**src/rtl/wave_capture.sv**
```systemverilog
// ============================================================================
// Module      : wave_capture
// Description : Zero-crossing triggered waveform capture for the scope path.
//               Arms on a positive-going zero crossing (or a free-run timeout)
//               and writes 256 display-scaled samples into the inactive half
//               of a double-buffered sample RAM. The halves flip once the
//               display reports idle.
// Revision    : 1.0 - initial release
// ============================================================================
`default_nettype none

module wave_capture #(
  parameter int AUTO_TRIG = 1024
) (
  input  logic        clk,
  input  logic        reset,
  input  logic        new_sample_ready,
  input  logic [15:0] new_sample_in,
  input  logic        wave_display_idle,
  output logic [8:0]  write_address,
  output logic        write_enable,
  output logic [7:0]  write_sample,
  output logic        read_index,
  output logic        frame_done
);

  typedef enum logic [1:0] {
    S_ARMED  = 2'd0,
    S_ACTIVE = 2'd1,
    S_WAIT   = 2'd2
  } state_t;

  // A zero AUTO_TRIG turns the free-run timeout off entirely.
  localparam bit          AUTO_EN   = (AUTO_TRIG != 0);
  localparam logic [15:0] TRIG_LAST = AUTO_EN ? 16'(AUTO_TRIG - 1) : 16'd0;

  state_t      state_q;
  logic        read_index_q;
  logic        write_enable_q;
  logic [8:0]  write_address_q;
  logic [7:0]  write_sample_q;
  logic        frame_done_q;
  logic        prev_msb_q;
  logic [7:0]  offset_q;
  logic [15:0] tcnt_q;

  logic [7:0]  scaled;
  logic        zero_cross;
  logic        timeout_hit;
  logic [7:0]  offset_d;
  logic        unused_low_bits;

  // Sign bit kept, magnitude bits inverted: +127 lands at the top row (0),
  // zero mid-screen (127) and -128 at the bottom row (255).
  assign scaled      = {new_sample_in[15], ~new_sample_in[14:8]};
  assign zero_cross  = prev_msb_q & ~new_sample_in[15];
  assign timeout_hit = AUTO_EN && (tcnt_q == TRIG_LAST);
  assign offset_d    = offset_q + 8'd1;

  // Only the top byte of the sample reaches the display.
  assign unused_low_bits = ^new_sample_in[7:0];

  // Capture FSM with registered RAM write port and frame flip.
  always_ff @(posedge clk) begin
    if (reset) begin
      state_q         <= S_ARMED;
      read_index_q    <= 1'b0;
      write_enable_q  <= 1'b0;
      write_address_q <= 9'd0;
      write_sample_q  <= 8'd0;
      frame_done_q    <= 1'b0;
      prev_msb_q      <= 1'b0;
      offset_q        <= 8'd0;
      tcnt_q          <= 16'd0;
    end else begin
      write_enable_q <= 1'b0;
      frame_done_q   <= 1'b0;

      // Crossing detection looks at every strobe regardless of state.
      if (new_sample_ready) begin
        prev_msb_q <= new_sample_in[15];
      end

      case (state_q)
        S_ARMED: begin
          if (new_sample_ready) begin
            if (zero_cross || timeout_hit) begin
              // Triggering sample is the first point of the frame.
              write_enable_q  <= 1'b1;
              write_address_q <= {~read_index_q, 8'd0};
              write_sample_q  <= scaled;
              offset_q        <= 8'd1;
              tcnt_q          <= 16'd0;
              state_q         <= S_ACTIVE;
            end else begin
              tcnt_q <= tcnt_q + 16'd1;
            end
          end
        end

        S_ACTIVE: begin
          if (new_sample_ready) begin
            write_enable_q  <= 1'b1;
            write_address_q <= {~read_index_q, offset_q};
            write_sample_q  <= scaled;
            offset_q        <= offset_d;
            if (offset_q == 8'hFF) begin
              state_q <= S_WAIT;
            end
          end
        end

        S_WAIT: begin
          // Flip only while the display is off the waveform region so it
          // never shows a torn frame.
          if (wave_display_idle) begin
            read_index_q <= ~read_index_q;
            frame_done_q <= 1'b1;
            state_q      <= S_ARMED;
          end
        end

        default: begin
          state_q <= S_ARMED;
        end
      endcase
    end
  end

  assign write_address = write_address_q;
  assign write_enable  = write_enable_q;
  assign write_sample  = write_sample_q;
  assign read_index    = read_index_q;
  assign frame_done    = frame_done_q;

endmodule

`default_nettype wire
```
**config.mk**
```make
export PLATFORM = sky130hd
export DESIGN_NAME = wave_capture
export DESIGN_NICKNAME = d
export VERILOG_FILES = /design/src/rtl/wave_capture.sv
export SDC_FILE = /design/constraint.sdc
export NUM_CORES = 1
export LEC_CHECK = 0
export ABC_AREA = 1
export BUFFER_PORTS_ARGS = -buffer_cell sky130_fd_sc_hd__buf_4
export CAP_MARGIN = 20
export CORE_AREA = 2 2 71 73
export DETAILED_ROUTE_END_ITERATION = 8
export DIE_AREA = 0 0 73 75
export HOLD_SLACK_MARGIN = 0.06
export PLACE_DENSITY = 0.83
export SYNTH_ARGS = -nofsm -noshare
export SYNTH_HDL_FRONTEND = slang
export SYNTH_SLANG_ARGS = --single-unit
```
**constraint.sdc**
```tcl
create_clock -name clk -period 1.52 [get_ports clk]
set_clock_uncertainty 0.1 [all_clocks]
set_input_delay 0.152 -clock clk [delete_from_list [all_inputs] [get_ports clk]]
set_output_delay 0.152 -clock clk [all_outputs]
set_load 0.01 [all_outputs]
```
Word level (Yosys, flattened, before mapping):

Cells that the tools add are included.

* reduce and logical (&&, ||, !) cells: 8
* mux-type cells: 24
* order comparisons: 0
* equality and inequality tests: 9
* multipliers: 0
* div/mod/pow operators: 0
* add/subtract/negate cells: 2
* bitwise operators: 5
* shift operators: 0

Operator list (number)
* 8-bit 2-to-1 mux: 6
* 8-bit one-hot mux with 2 select lines: 2
* 9-bit 2-to-1 mux: 3
* 9-bit one-hot mux with 2 select lines: 1
* 16-bit by 1-bit adder with 16-bit output (second input constant): 1
* 16-bit by 10-bit == test with 1-bit output (second input constant): 1
* 16-bit 2-to-1 mux: 1
* 2-bit 2-to-1 mux: 5
* 2-bit != test (second input constant): 5
* 8-bit by 1-bit adder with 8-bit output (second input constant): 1
* 8-bit == test (second input constant): 1
* 7-bit NOT: 1
* 2-bit one-hot mux with 3 select lines: 1
* 5-bit AND reduction: 1
* 1-bit 2-to-1 mux: 4
* 2-bit AND reduction: 2
* 4-bit AND reduction: 1
* 1-bit NOT: 3
* 2-bit by 1-bit == test with 1-bit output (second input constant): 1
* 2-bit == test (second input constant): 1
* 2-bit logical NOT: 1
* 1-bit one-hot mux with 2 select lines: 1
* 2-bit nonzero test: 1
* 2-bit OR reduction: 1
* other kinds (2): 2

* memories: 0
* memory bits (read-only): 0
* register bits: 47
* RAM bits: 0
* bits of input ports: 20
* bits in latches: 0
* output and inout port bits: 20
* logic and storage cells: 57

Depth between registers and ports, before layout:

Gate-level depths: netlist of the first run.

* word-level depth: 6
* gate-level depth with buffers: 10
* mapped depth without buffers: 9

Worst setup path after synthesis of the first run:

No wires, ideal clock.

* path kind: register to register
* from: register tcnt_q[0]
* to: register tcnt_q[9]
* slack: 0.024 ns
* stages on the path, launching flop included: 10
* clock period less this slack: 1.496 ns
* path buffers: 1
* library setup time: 0.117 ns
* required time: 1.303 ns
* arrival: 1.279 ns
* cell sequence: dfxtp_1 -> ha_1 -> nand3_1 -> nor2_1 -> nand2_2 -> nand2_1 -> nand2_1 -> nand2_2 -> clkbuf_8 -> nor3b_2

* cells in the longest elaborated chain, start to end: 3
* elaborated cells on any way between the ends: 4
* classes of those cells: add/sub: 1; eq/ne: 1; mux: 1; reduce/logical: 1

Ends and longest elaborated chain
* start, declared: line 45 `logic [15:0] tcnt_q;`
* start signal, assigned: line 96 `tcnt_q <= tcnt_q + 16'd1;`
* branches (longest 2 deep; another with 16-bit by 1-bit adder with 16-bit output)
* 16-bit 2-to-1 mux (*): line 87 `if (zero_cross || timeout_hit) begin`

Mark *: on every way between the ends.
A chain may end at the register's enable or synchronous reset.

Final worst setup path of the first run:

* from: register tcnt_q[0]
* to: register write_sample_q[6], in the netlist write_sample[6]

* cells in the longest elaborated chain, start to end: 4

Ends and longest elaborated chain
* 16-bit by 10-bit == test with 1-bit output: line 57 `assign timeout_hit = AUTO_EN && (tcnt_q == TRIG_LAST);`
* 1-bit logical OR: line 87
* 2-bit != test (no source line)
* 4-bit AND reduction (no source line)
* end signal, assigned: line 91 `write_sample_q <= scaled;`
* end signal, assigned: line 105 `write_sample_q <= scaled;`
* end, declared: line 41 `logic [7:0] write_sample_q;`

No other way between the ends.

==> results of run 1 <==
## through the flow
step / power [uW] / cells
detailed placement: 1710 / 426
global route: 2910 / 455
global placement: 1700 / 426
floorplan: 1550 / 317
finish: 2790 / 455
CTS: 2680 / 444
## registers in the layout, indices dropped and copies added (netlist names)
register,cells
frame_done,1
offset_q,8
prev_msb_q,1
read_index,1
state_q,2
tcnt_q,16
write_address,9
write_enable,1
write_sample,8
## worst max path at each step
stage	from	to	slack, ns	cells after the start
floorplan	tcnt_q[0]	tcnt_q[9]	0.02	9
global placement	tcnt_q[0]	tcnt_q[10]	0.04	9
detailed placement	tcnt_q[0]	tcnt_q[10]	0.01	9
CTS	tcnt_q[1]	tcnt_q[10]	0.005	9
global route	tcnt_q[0]	write_sample[6]	-0.13	9
finish	tcnt_q[0]	write_sample[6]	-0.03	9
## what timing repair did
action	in CTS	in global routing
resized for setup	1	41
hold endpoints to repair	10	0
setup buffers	0	5
endpoints found under the setup margin	1	43
pin swaps	0	15
gates cloned	0	6
hold buffers	10	0
## power by group
| part | switching [uW] | internal, uW |
|---|---|---|
| Sequential | 30.6 | 1270 |
| Clock | 428 | 533 |
| Combinational | 278 | 252 |
## cell families after synthesis
kind of cell / Yosys count
flops: 47
fa+ha+maj: 2
buf+inv: 41
compound gates: 41
xor+xnor: 6
simple gates: 180
## layout by cell type (no fill, tap or decap), types with 2 or more instances in the layout
cell type      Yosys  final
a21oi_2            1      5
dfxtp_1           47     38
dlygate4sd3_1      0     10
nand2_1           73     69
buf_6              4      3
a21oi_1           31     27
buf_4              0     67
nor2_2             2      4
nand3_2            0      6
nand3_4            2      2
nor2_4             2      6
xnor2_1            2      2
o21ai_0            7      7
nor3_1             3      2
inv_2              1      2
inv_1             29     28
clkbuf_8           1      6
nor2_1            46     40
nand2_2            5      8
clkbuf_16          0      2
dfxtp_2            0      9
xor2_1             4      3
nor3b_2            2      3
nand4_1            4      4
nand3_1           37     32
nand2_4            1      3
## layer usage
| metal | vias to the layer above | wire, um | GRT usage, % |
|---|---|---|---|
| met2 | 62 | 3280 | 35.5 |
| met1 | 1102 | 2480 | 23.3 |
| met4 | 0 | 121 | 5.56 |
| li1 | 1186 | - | - |
| met5 | - | 0 | 0 |
| met3 | 15 | 269 | 4.42 |
## worst max-delay path, stage by stage, from the launching register on
cell	delay, ns
dfxtp_2	0.37
ha_4	0.14
nand3_2	0.08
nor2_2	0.10
nand2_2	0.11
nand3_4	0.19
clkbuf_16	0.18
nand3_1	0.07
nand2_1	0.07
nor2_1	0.04
## cell type report
type	instances	share of cell area, %
clock buffer	6	2.53
timing repair buffer	83	21.7
multi-input combinational	232	39.7
clock inverter	2	1.07
inverter	31	3.72
sequential	47	29.2
tap	54	2.07
==> results_dict.tcl, run 1 <==
set metrics [dict create \
    status "finished, violations left" \
    violations "negative setup slack" \
    clock-sinks 47 \
    setup_viol 10 \
    yosys-top-cells-count "nand2_1 (73), dfxtp_1 (47), nor2_1 (46)" \
    criticalPathCategory "register to register" \
    critPathMaxFanout 5 \
    synth_top_area_share_pct 41.4 \
    slew_viol_final 0 \
    tightest_slew_ns 0.251 \
    power_density_nw_per_um2 857 \
    ant_nets 0 \
    synth-simple-area-share_pct 37.0 \
    stdcell_area_um2 3260 \
    slew_headroom_pct 83.2 \
    synthMuxAreaShare_pct 0 \
    holdCritPathClass "input pin to register" \
    ioPinCount 40 \
    areaGrowthSynthToFinish_pct 43.4 \
    setup.worst_path.end_class "register" \
    start_util_pct 48.8 \
    multi_input_area_um2 1290 \
    hold_end "write_address[8]" \
    synth_xor_area_share_pct 2.31 \
    synth_top_cell_by_area "dfxtp_1" \
    antenna_found_initial 0 \
    grt.overflow.total 0 \
    finalCritPeriodShare_pct 102 \
    maxCapViolations 0 \
    die_area_um2 5480 \
    wirelength_mm 6.15 \
    tns_ns -0.109 \
    syn-mean-instance-area_um2 7.17 \
    cp.required_ns 1.63 \
    via_per_inst 5.20 \
    ys_warn_count 0 \
    clk_pin_slew_worst_paths_ns 0.09 \
    synth_seq_cells 47 \
    core-area_um2 4660 \
    p_leak_uw 0.00137 \
    synth_top_family_by_area "simple AND/OR/NAND/NOR gates" \
    rsz0062_at_grt "yes" \
    vias 2365 \
    grt_pass1_wl_mm 8.63 \
    syn_area_um2 2270 \
    io_buffers 31 \
    synth_compound_area_share_pct 9.47 \
    wire_per_inst_um 13.5 \
    synth_edf_count 0 \
    rows 25 \
    cts-root-buf "clkbuf_8" \
    fillerInstances 354 \
    r2r-end "write_sample[6]" \
    fp.dieW_um 73 \
    whs_path_depth 2 \
    r2r_start "tcnt_q[0]" \
    synth.most_common_cell "nand2_1" \
    ys_types 30 \
    r2r_slack_ns -0.03 \
    syn-num-nets 339 \
    fin_nets 422 \
    dr.pass1.iters 5 \
    drt_iter0_drc 122 \
    seqCellArea_um2 952 \
    grtUsageTotal_pct 19.6 \
    worstPathArrival_ns 1.66 \
    synthTopCellsByArea "dfxtp_1 (41%), nand2_1 (12%), nand3_1 (8.1%)" \
    drive_gt1_share_pct 33.9 \
    period_minus_slack_ns 1.55 \
    h-tree-depth 2 \
    cts_buffers 5 \
    gp_congestion 0.857 \
    ys.flop_type "dfxtp_1" \
    post-route-drc-count 0 \
    critPathLaunchType "register" \
    first_global_vias 2087 \
    ys_seq_area_share_pct 41.4 \
    hold_slack_ns 0.0745 \
    finalHoldViolations 0 \
    fin_ws_ns -0.0312 \
    hold_start "reset" \
    synthArstFlopShare_pct 0 \
    synthCells 317 \
    post_dp_cell_area_um2 2760 \
    synth_fa_ha_area_share_pct 1.10 \
    clk_latency_ns 0.30 \
    grt_max_degree 24 \
    dieHeight_um 75 \
    fmax_ghz 0.645 \
    fin_util_pct 70.0 \
    r2r_cells 9 \
    cts_buffer_depth 2 \
    pre_cts_slack_ns 0.00991 \
    n_antenna_cell 0 \
    ir_drop_v 0.000563 \
    cts_tree "yes" \
    dp_hpwl_mm 3.49 \
]
Note: power is estimated with default switching activity, not from simulation.
==> run 2, diff against run 1 <==
- CORE_AREA: 2 2 71 73 -> 2 2 99 53
- DIE_AREA: 0 0 73 75 -> 0 0 101 55
- PLACE_DENSITY: 0.83 -> 0.84
==> results_dict.tcl, run 2 (synthesis gave the netlist of run 1 again) <==
set metrics [dict create \
    antenna_found_initial 0 \
    fmax_ghz 0.642 \
    dr.pass1.iters 6 \
    gp_congestion 0.848 \
    cts_tree "yes" \
    vias 2364 \
    grt_max_degree 24 \
    cts_buffers 5 \
    wire_per_inst_um 13.9 \
    clock-sinks 47 \
    first_global_vias 1988 \
    p_comb_share_pct 18.1 \
    violations "negative setup slack" \
    rsz0062_at_grt "yes" \
    period_minus_slack_ns 1.56 \
    cp.required_ns 1.61 \
    via_per_inst 5.20 \
    post_dp_cell_area_um2 2780 \
    post-route-drc-count 0 \
    fp.dieW_um 101 \
    p_clk_share_pct 34.5 \
    clk_latency_ns 0.30 \
    holdCritPathClass "input pin to register" \
    critPathMaxFanout 7 \
    grt.overflow.total 0 \
    multi_input_area_um2 1290 \
    setup_viol 15 \
    final_cell_mix "nand2_1 (64), buf_4 (64), nor2_1 (39), dfxtp_1 (37), nand3_1 (32)" \
    finalCritPeriodShare_pct 102 \
    seqCellArea_um2 956 \
    fin_ws_ns -0.0365 \
    die_area_um2 5560 \
    rows 18 \
    cts-root-buf "clkbuf_8" \
    ant_nets 0 \
    dieHeight_um 55 \
    ir_drop_v 0.000691 \
    tns_ns -0.236 \
    slew_viol_final 0 \
    areaGrowthSynthToFinish_pct 43.3 \
    fillerInstances 379 \
    grtUsageTotal_pct 21.3 \
    io_buffers 31 \
    p_sw_share_pct 25.9 \
    n_antenna_cell 0 \
    status "finished, violations left" \
    worstPathArrival_ns 1.65 \
    grt_pass1_wl_mm 9.07 \
    criticalPathCategory "register to register" \
    tightest_slew_ns 0.315 \
    slew_headroom_pct 78.9 \
    clk_pin_slew_worst_paths_ns 0.09 \
    critPathLaunchType "register" \
    stdcell_area_um2 3260 \
    drive_gt1_share_pct 35.7 \
    p_int_uw 2040 \
    top_register "tcnt_q" \
    maxCapViolations 0 \
    fin_nets 416 \
    wirelength_mm 6.31 \
    h-tree-depth 2 \
    finalHoldViolations 0 \
    dp_hpwl_mm 4.09 \
    largest_register_ffs 16 \
    p_leak_uw 0.00135 \
    core-area_um2 4730 \
    drt_iter0_drc 137 \
    p_seq_share_pct 47.4 \
    ioPinCount 40 \
    setup.worst_path.end_class "register" \
    cts_buffer_depth 2 \
    switchingPower_uw 713 \
    power_density_nw_per_um2 845 \
    start_util_pct 48.1 \
]
[run 2: cell count changes in the layout (fill, tap and decap cells not counted), sizes merged]
cell	delta
nand2	-2
buf	-1
clkbuf	-1
dlygate4sd3	-1
nand3	-1
[run 2: power by group through the flow]
stage | clock network, uW | logic [uW] | registers, uW
after global placement | 0 | 388 | 1320
after floorplan | 0 | 212 | 1340
after global routing | 1010 | 538 | 1310
after CTS | 961 | 432 | 1300
after detailed placement | 0 | 400 | 1330
final | 948 | 499 | 1300
[run 2: routing by layer]
layer | up-vias | global-route usage (%) | share of wire (%)
met1 | 1088 | 28.8 | 47
met5 | - | 0 | 0
met2 | 95 | 35.2 | 46
li1 | 1175 | - | -
met4 | 0 | 5.86 | 0.92
met3 | 6 | 4.77 | 6.3
[run 2: worst paths after layout]
check | start | end | slack [ns] | depth (start not counted)
max | tcnt_q[0] | write_sample[5] | -0.04 | 9
min | new_sample_ready | prev_msb_q | 0.13 | 4
max reg2reg | tcnt_q[0] | write_sample[5] | -0.04 | 9
min reg2reg | prev_msb_q | prev_msb_q | 0.36 | 2
[run 2: timing repair]
action | CTS | global route
buffers inserted | 2 | 6
pin swaps | 5 | 21
hold buffers | 8 | 1
endpoints found under the hold margin | 8 | 1
resized for setup | 9 | 49
setup endpoints to repair | 18 | 43
gates cloned | 0 | 1
[run 2: area by class of cell]
cell class	instances	share of cell area, %
multi-input cells	229	39.8
flip-flops and latches	47	29.4
repair buffers	80	21.2
inverters	31	3.80
clock buffers	6	2.54
well taps	60	2.31
clock inverters	2	1.08
[run 2: critical path: stages, from the launching register on]
cell	delay [ns]
dfxtp_2	0.38
ha_4	0.15
nand3_2	0.10
nor2_2	0.12
nand2_2	0.10
nand3_4	0.16
clkbuf_16	0.18
nand3_1	0.06
nand2_1	0.07
nor2_1	0.04
[run 2: per-stage QoR]
step | power, uW | instances | util (%) | setup WS [ns] | hold WS [ns]
6_report | 2750 | 455 | 68.9 | -0.0365 | 0.126
3_5_place_dp | 1730 | 430 | 58.8 | -0.0296 | 0.331
5_1_grt | 2850 | 455 | 68.9 | -0.120 | 0.140
3_3_place_gp | 1710 | 430 | 58.8 | 0.0290 | 0.325
4_1_cts | 2690 | 448 | 63.8 | -0.00697 | 0.0614
2_1_floorplan | 1550 | 317 | - | 0.0239 | 0.216
==> run 3, diff against run 2 <==
- ABC_AREA: 1 -> 0
- CORE_AREA: 2 2 99 53 -> 2 2 98 53
- DIE_AREA: 0 0 101 55 -> 0 0 100 55
==> results_dict.tcl, run 3 <==
set metrics [dict create \
    maxCapViolations 0 \
    ys_seq_area_share_pct 42.2 \
    fin_nets 348 \
    instances_no_fill 385 \
    core-area_um2 4680 \
    ys_types 43 \
    wire_per_inst_um 15.6 \
    ant_nets 0 \
    ioPinCount 40 \
    critPathMaxFanout 3 \
    synthTopCellsByArea "dfxtp_1 (42%), nand4_1 (4.8%), o21ai_0 (4.3%)" \
    synth_top_cell_by_area "dfxtp_1" \
    hold_slack_ns 0.0953 \
    p_leak_uw 0.00127 \
    cts-root-buf "clkbuf_8" \
    clk_pin_slew_worst_paths_ns 0.08 \
    grt_pass1_wl_mm 9.38 \
    ctsHoldBuffers 0 \
    rsz0062_at_grt "yes" \
    fmax_ghz 0.512 \
    tightest_slew_ns 0.396 \
    wirelength_mm 6.00 \
    die_area_um2 5500 \
    gp_congestion 0.852 \
    syn_area_um2 2230 \
    final_cell_mix "buf_4 (77), dfxtp_1 (42), nor2_1 (19), nand4_1 (17), nand2b_1 (14)" \
    cts_buffers 5 \
    first_global_vias 1977 \
    holdCritPathClass "input pin to register" \
    fp.dieW_um 100 \
    yosys-top-cells-count "dfxtp_1 (47), nor2_1 (19), o21ai_0 (19)" \
    drt_iter0_drc 122 \
    fin_ws_ns -0.432 \
    synth_seq_cells 47 \
    post-route-drc-count 0 \
    start_util_pct 47.6 \
    worstPathArrival_ns 2.06 \
    finalCritPeriodShare_pct 128 \
    pre_cts_slack_ns -0.439 \
    vias 2168 \
    violations "negative setup slack" \
    via_per_inst 5.63 \
    n_antenna_cell 0 \
    synthCells 251 \
    status "finished, violations left" \
    fillerInstances 382 \
    largest_register_ffs 16 \
    synth_top_area_share_pct 42.2 \
    dieHeight_um 55 \
    period_minus_slack_ns 1.95 \
    antenna_found_initial 0 \
    clock-sinks 47 \
    ys.flop_type "dfxtp_1" \
    clk_latency_ns 0.30 \
    ys_warn_count 0 \
    dr.pass1.iters 4 \
    syn-mean-instance-area_um2 8.89 \
    placed_cells 375 \
    drive_gt1_share_pct 41.8 \
    slew_viol_final 0 \
    grtUsageTotal_pct 22.5 \
    grt_max_degree 42 \
    setup.worst_path.end_class "register" \
    synth_edf_count 0 \
    ir_drop_v 0.000486 \
    slew_headroom_pct 73.6 \
    cp.required_ns 1.63 \
    synthArstFlopShare_pct 0 \
    critPathLaunchType "register" \
    grt.overflow.total 0 \
    cts_buffer_depth 2 \
    areaGrowthSynthToFinish_pct 45.5 \
    rows 18 \
    syn-num-nets 273 \
    cts_tree "yes" \
    top_register "tcnt_q" \
    setup_viol 43 \
    power_density_nw_per_um2 684 \
    io_buffers 31 \
    final_common_cell "buf_4" \
    h-tree-depth 2 \
    finalHoldViolations 0 \
    criticalPathCategory "register to register" \
    synth.most_common_cell "dfxtp_1" \
    dp_hpwl_mm 4.17 \
]
==> run 3: final cells by class <==
class                      instances  area, um^2  share of cell area, %
tap                               60        75.1                   2.31
timing repair buffer              84         687                   21.2
inverter                           5        18.8                  0.578
multi-input combinational        183        1440                   44.4
clock buffer                       6        72.6                   2.24
sequential                        47         952                   29.3
==> run 3: stage by stage <==
step	TNS, ns	cell area, um^2	util [%]	power, uW
2_1_floorplan	-10.13	2370	-	1400
3_3_place_gp	-10.07	2970	63.4	1500
3_5_place_dp	-10.12	2970	63.4	1510
4_1_cts	-10.26	3090	65.9	2200
5_1_grt	-11.82	3250	69.3	2300
6_report	-9.19	3250	69.3	2220
==> run 3: metal layers <==
metal | share of wire [%] | global-route usage, % | vias up
met3 | 7.1 | 6.03 | 3
met1 | 49 | 32.5 | 1027
met5 | 0 | 0 | -
met4 | 0.32 | 5.48 | 0
met2 | 43 | 33.7 | 70
li1 | - | - | 1068
==> run 3: final timing paths <==
path / cells after the start / startpoint / slack [ns] / end
worst max-delay path: 4 / state_q[1] / -0.43 / tcnt_q[15]
worst min-delay path: 3 / wave_display_idle / 0.1 / frame_done
worst max register to register: 4 / state_q[1] / -0.43 / tcnt_q[15]
worst min register to register: 2 / write_address[2] / 0.38 / write_address[2]
==> run 3: cell families (layout without fill, tap and decap cells) <==
family / Yosys count / after routing / synth area share [%]
AND/OR/NAND/NOR: 104 / 104 / 26.8
AO/OA/AOI/OAI: 55 / 55 / 16.2
flip-flops: 47 / 47 / 42.2
buffers and inverters: 21 / 95 / 3.98
multiplexers: 12 / 12 / 5.83
XOR/XNOR: 10 / 10 / 3.92
adder cells (fa/ha/maj): 2 / 2 / 1.12
==> run 3: power breakdown <==
part	total, uW	switching [uW]	internal (uW)
Combinational	262	133	129
Sequential	1250	10.2	1240
Clock	705	397	308
Total	2220	541	1680
==> run 3: timing repair <==
action / 4_1_cts / 5_1_grt
resized for setup: 8 / 28
setup endpoints to repair: 42 / 43
buffers inserted: 0 / 4
hold endpoints to repair: 0 / 0
gates cloned: 0 / 0
pin swaps: 2 / 19
==> run 3: worst max-delay path: stages, from the launching register on <==
cell      delay (ns)
dfxtp_1         0.31
or3b_4          0.39
or4_4           0.51
or3_4           0.35
a221oi_2        0.21
